**config.mk**
```make
export PLATFORM = sky130hd
export DESIGN_NAME = serial_tx
export DESIGN_NICKNAME = d
export VERILOG_FILES = /design/src/rtl/serial_tx.sv
export SDC_FILE = /design/constraint.sdc
export NUM_CORES = 1
export LEC_CHECK = 0
export CAP_MARGIN = 20
export CORE_AREA = 2 2 60 62
export DETAILED_ROUTE_END_ITERATION = 12
export DIE_AREA = 0 0 62 64
export PLACE_DENSITY = 0.52
export REMOVE_ABC_BUFFERS = 1
export SKIP_CTS_REPAIR_TIMING = 1
export SYNTH_ARGS = -nofsm -noshare
export SYNTH_HDL_FRONTEND = slang
export SYNTH_SLANG_ARGS = --single-unit
```
**constraint.sdc**
```tcl
create_clock -name Clock -period 2.3 [get_ports Clock]
set_clock_uncertainty 0.2 [all_clocks]
set_input_delay 0.46 -clock Clock [delete_from_list [all_inputs] [get_ports Clock]]
set_output_delay 0.46 -clock Clock [all_outputs]
set_load 0.02 [all_outputs]
```
**src/rtl/serial_tx.sv**
```systemverilog
// rtl/serial_tx.sv - parameterised serial transmitter with optional even parity
//
// Purpose:
//   Takes a parallel word on a Load handshake and sends it on D as one frame:
//   a start bit (0), the payload LSB first, an optional even-parity bit and a
//   stop bit (1). Each bit is held for CLKS_PER_BIT clocks. D idles high.
//
// Parameters:
//   CLKS_PER_BIT  clocks per serial bit (1..255)
//   DATA_W        payload bits per frame (1..16)
//   PARITY_EN     1 inserts an even-parity bit after the payload
//
// Ports:
//   Clock  in   rising-edge clock
//   Reset  in   asynchronous active-high reset
//   Data   in   word to send, captured when a Load is accepted
//   Load   in   send request, accepted only while Ready=1
//   Ready  out  high in IDLE (a Load will be accepted)
//   D      out  registered serial line, idle-high
//   Busy   out  inverse of Ready
//   Done   out  one-cycle pulse in the cycle after the stop bit ends

module serial_tx #(
    parameter int CLKS_PER_BIT = 4,
    parameter int DATA_W       = 8,
    parameter int PARITY_EN    = 0
) (
    input  logic              Clock,
    input  logic              Reset,
    input  logic [DATA_W-1:0] Data,
    input  logic              Load,
    output logic              Ready,
    output logic              D,
    output logic              Busy,
    output logic              Done
);

    localparam int CW = (CLKS_PER_BIT > 1) ? $clog2(CLKS_PER_BIT) : 1;
    localparam int IW = (DATA_W > 1) ? $clog2(DATA_W) : 1;
    localparam logic [CW-1:0] CNT_MAX  = CW'(CLKS_PER_BIT - 1);
    localparam logic [IW-1:0] IDX_LAST = IW'(DATA_W - 1);

    typedef enum logic [2:0] {
        IDLE   = 3'd0,
        START  = 3'd1,
        DATA   = 3'd2,
        PARITY = 3'd3,
        STOP   = 3'd4
    } state_t;

    state_t            r_state;
    logic [CW-1:0]     r_cnt;
    logic [IW-1:0]     r_idx;
    logic [DATA_W-1:0] r_shift;
    logic              r_par;
    logic              r_d;
    logic              r_done;

    state_t            w_state_nx;
    logic [CW-1:0]     w_cnt_nx;
    logic [IW-1:0]     w_idx_nx;
    logic [DATA_W-1:0] w_shift_nx;
    logic              w_par_nx;
    logic              w_d_nx;
    logic              w_done_nx;
    logic              w_bit_end;
    logic [DATA_W-1:0] w_shift_dn;

    assign w_bit_end  = (r_cnt == CNT_MAX);
    assign w_shift_dn = r_shift >> 1;

    always_ff @(posedge Clock or posedge Reset) begin
        if (Reset) begin
            r_state <= IDLE;
            r_cnt   <= '0;
            r_idx   <= '0;
            r_shift <= '0;
            r_par   <= 1'b0;
            r_d     <= 1'b1;
            r_done  <= 1'b0;
        end else begin
            r_state <= w_state_nx;
            r_cnt   <= w_cnt_nx;
            r_idx   <= w_idx_nx;
            r_shift <= w_shift_nx;
            r_par   <= w_par_nx;
            r_d     <= w_d_nx;
            r_done  <= w_done_nx;
        end
    end

    // D is computed one cycle ahead so that the registered line changes on
    // the same edge the FSM moves into the bit it belongs to.
    always_comb begin
        w_state_nx = r_state;
        w_cnt_nx   = r_cnt;
        w_idx_nx   = r_idx;
        w_shift_nx = r_shift;
        w_par_nx   = r_par;
        w_d_nx     = r_d;
        w_done_nx  = 1'b0;

        case (r_state)
            IDLE: begin
                w_d_nx = 1'b1;
                if (Load) begin
                    w_state_nx = START;
                    w_cnt_nx   = '0;
                    w_idx_nx   = '0;
                    w_shift_nx = Data;
                    w_par_nx   = ^Data;
                    w_d_nx     = 1'b0;
                end
            end

            START: begin
                if (w_bit_end) begin
                    w_state_nx = DATA;
                    w_cnt_nx   = '0;
                    w_d_nx     = r_shift[0];
                end else begin
                    w_cnt_nx = r_cnt + CW'(1);
                end
            end

            DATA: begin
                if (w_bit_end) begin
                    w_cnt_nx = '0;
                    if (r_idx == IDX_LAST) begin
                        if (PARITY_EN != 0) begin
                            w_state_nx = PARITY;
                            w_d_nx     = r_par;
                        end else begin
                            w_state_nx = STOP;
                            w_d_nx     = 1'b1;
                        end
                    end else begin
                        w_idx_nx   = r_idx + IW'(1);
                        w_shift_nx = w_shift_dn;
                        w_d_nx     = w_shift_dn[0];
                    end
                end else begin
                    w_cnt_nx = r_cnt + CW'(1);
                end
            end

            PARITY: begin
                if (w_bit_end) begin
                    w_state_nx = STOP;
                    w_cnt_nx   = '0;
                    w_d_nx     = 1'b1;
                end else begin
                    w_cnt_nx = r_cnt + CW'(1);
                end
            end

            STOP: begin
                if (w_bit_end) begin
                    w_state_nx = IDLE;
                    w_cnt_nx   = '0;
                    w_d_nx     = 1'b1;
                    w_done_nx  = 1'b1;
                end else begin
                    w_cnt_nx = r_cnt + CW'(1);
                end
            end

            default: begin
                w_state_nx = IDLE;
                w_cnt_nx   = '0;
                w_d_nx     = 1'b1;
            end
        endcase
    end

    assign Ready = (r_state == IDLE);
    assign Busy  = ~Ready;
    assign D     = r_d;
    assign Done  = r_done;

endmodule

```
==> summary.txt <==
Critical path's largest stage delay: 600 ps
Die area: 3970 um^2
Nature of the critical path endpoint: output pin
Antenna viol nets, final: 0
Worst path buffer plus inverter count: 1
Overflow after GRT: 0
Pwr Total: 1.38 mW
Arrival time worst endpoint: 1460 ps
Register area: 452 um^2
Post-Route WL: 1.87 mm
CP Class: reg -> out
Clock slew at reported path FFs: 110 ps
Placer Congestion: 0.756
Max IR drop VDD: 412 uV
Share of the synthesized area in the top cell type: 0.439
GRT Util Overall: 0.108
Drt first-iter violations: 36
DR WL/cell: 12.2 um
Post-route design area: 1230 um^2
Worst R2R Path Depth: 6
Worst-margin pin slew: 339 ps
Sequential cell area fraction in the yosys report: 0.466
Number of max-cap violations: 0
Placed Area: 1200 um^2
Number of synthesized flops with an enable pin: 0
Minimum clock period: 2120 ps
Max transition margin: 0.771
Total CTS buffers: 3
RSZ-0062 raised after global routing: no
Fraction of layout cells with a size suffix above 1: 0.290
Final period utilization: 0.922
Reg-to-Reg End: r_shift[4]
Hold Vio Cnt, Final: 0
Setup TNS: 0 ps
Status: finished clean
CTS tree: yes
Max Root-Sink Buffers: 2
Syn Area/Cell: 11.3 um^2
Post-synth top cells: dfrtp_1 (17), mux2_2 (15), inv_1 (7)
Reg2reg start: r_idx[0]
Port Buffer Count: 14
Remaining DRCs: 0
Worst-path cell chain: clkdlybuf4s50_1
Slowest CP cell: clkdlybuf4s50_1
Slew Limit Fails: 0
Distinct cells, synth: 30
Row count: 21
Routed vias: 701
Starting Density: 0.295
Initial antenna violation count: 0
Number of fill cells: 335
Core area: 3280 um^2
Yosys warns: 0
Pwr per Cell Area: 1130 nW/um^2
Worst skew pair latency: 290 ps
Vias in the first global route: 693
Io pins: 15
Synth Flop Type: dfrtp_1
H-tree levels: 1
First-pass DRT Iterations: 4
Final setup fails: 0
Root buf cell: clkbuf_4
Leak Pwr: 0.531 nW
Crit-path max FO: 4
Async set or reset register ratio after synthesis: 1.00
# diodes: 0
Most common cell in the synthesized netlist: dfrtp_1
Achievable Freq: 472 MHz
Fin nets: 122
WP data required: 1640 ps
Largest net degree at the start of global routing: 19
Synthesis-stage register bit count: 18
CP top delay family: buffers and inverters
Element type at the critical path start: flip-flop
Mapped Cells: 86
Height of the die: 64 um
Global-route wire length before repair: 3.17 mm
Synth area leader: dfrtp_1
Top post-synthesis cells by area: dfrtp_1 (44%), mux2_2 (17%), ha_1 (3.9%), dfstp_2 (2.7%), inv_1 (2.7%)
Hold/Removal Path Class: in -> async
Netlist Area Pre-Place: 968 um^2
Area Growth Syn to Fin: 26.7%
R2R Setup Slk: 190 ps
CTS sink cnt: 18
Multi-input logic area: 468 um^2
Chip width: 62 um
Hpwl dp: 1.32 mm
Via-per-instance ratio: 4.58
## state kept, by name (all words and copies together), names as in the netlist
name and cells:
D 1, r_cnt 2, r_idx 3, r_shift 8
r_state 3, Done 1
## cells by family (layout without fill, tap and decap cells)
logic type / after synthesis / after routing / share of synthesized area
compound gates: 14 / 14 / 0.0956
fa+ha+maj: 3 / 3 / 0.0388
buf+inv: 11 / 32 / 0.0504
flops: 18 / 18 / 0.466
mux: 17 / 17 / 0.195
simple gates: 23 / 23 / 0.154
## worst max-delay path by stage
stage,startpoint,end,slack [ps],depth (start not counted)
3_5_place_dp,r_idx[0],r_shift[6],190,6
2_1_floorplan,r_idx[0],r_idx[0],50,5
5_1_grt,r_idx[0],r_shift[4],90,6
6_report,D,D,180,1
4_1_cts,r_state[2],Ready,-130,3
3_3_place_gp,Load,r_shift[1],200,5
## layout make-up
| type | count | area share |
|---|---|---|
| multi-input cells | 57 | 0.381 |
| well taps | 46 | 0.0469 |
| clock buffers | 4 | 0.0214 |
| repair buffers | 21 | 0.161 |
| inverters | 7 | 0.0214 |
| flip-flops and latches | 18 | 0.368 |
## through the flow
step           worst slack [ps]  std cells  hold slack (ps)   util
2_1_floorplan              54.5         82              198      -
3_3_place_gp                199        149              285  0.364
3_5_place_dp                191        149              295  0.364
4_1_cts                    -130        153              274  0.372
5_1_grt                    93.4        153              294  0.374
6_report                    179        153              267  0.374
## power by group
group	switching (mW)	internal [mW]	total (mW)
registers	0.0684	0.451	0.520
clock network	0.100	0.0674	0.167
logic	0.334	0.361	0.695
## cells in the final DEF (no fill, tap or decap), types with 2 or more instances in the layout
master | netlist | layout
a21oi_1 | 4 | 4
buf_4 | 2 | 7
clkbuf_4 | 0 | 3
clkdlybuf4s50_1 | 0 | 12
dfrtp_1 | 17 | 17
dlymetal6s2s_1 | 0 | 2
ha_1 | 3 | 3
inv_1 | 7 | 7
mux2_2 | 15 | 15
mux2i_1 | 2 | 2
nand2_1 | 4 | 4
nand2b_1 | 2 | 2
nand3_1 | 3 | 3
nor2_1 | 2 | 2
nor4b_1 | 2 | 2
o21ai_0 | 4 | 4
or3_1 | 2 | 2
## routing by layer
layer / track usage / wire length, um
met1: 0.134 / 878
met2: 0.171 / 863
met3: 0.0425 / 104
met4: 0.0319 / 19
met5: 0 / 0
## worst register-to-register path, delay by kind of cell, from the launching register on
kind / cells / cell delay [ps]
AOI/OAI and AO/OA: 1 / 220
adders and majority gates: 2 / 410
buffers and inverters: 1 / 230
DFF: 1 / 410
muxes: 1 / 350
and+or+nand+nor: 1 / 180
(Power assumes the default switching activity.)
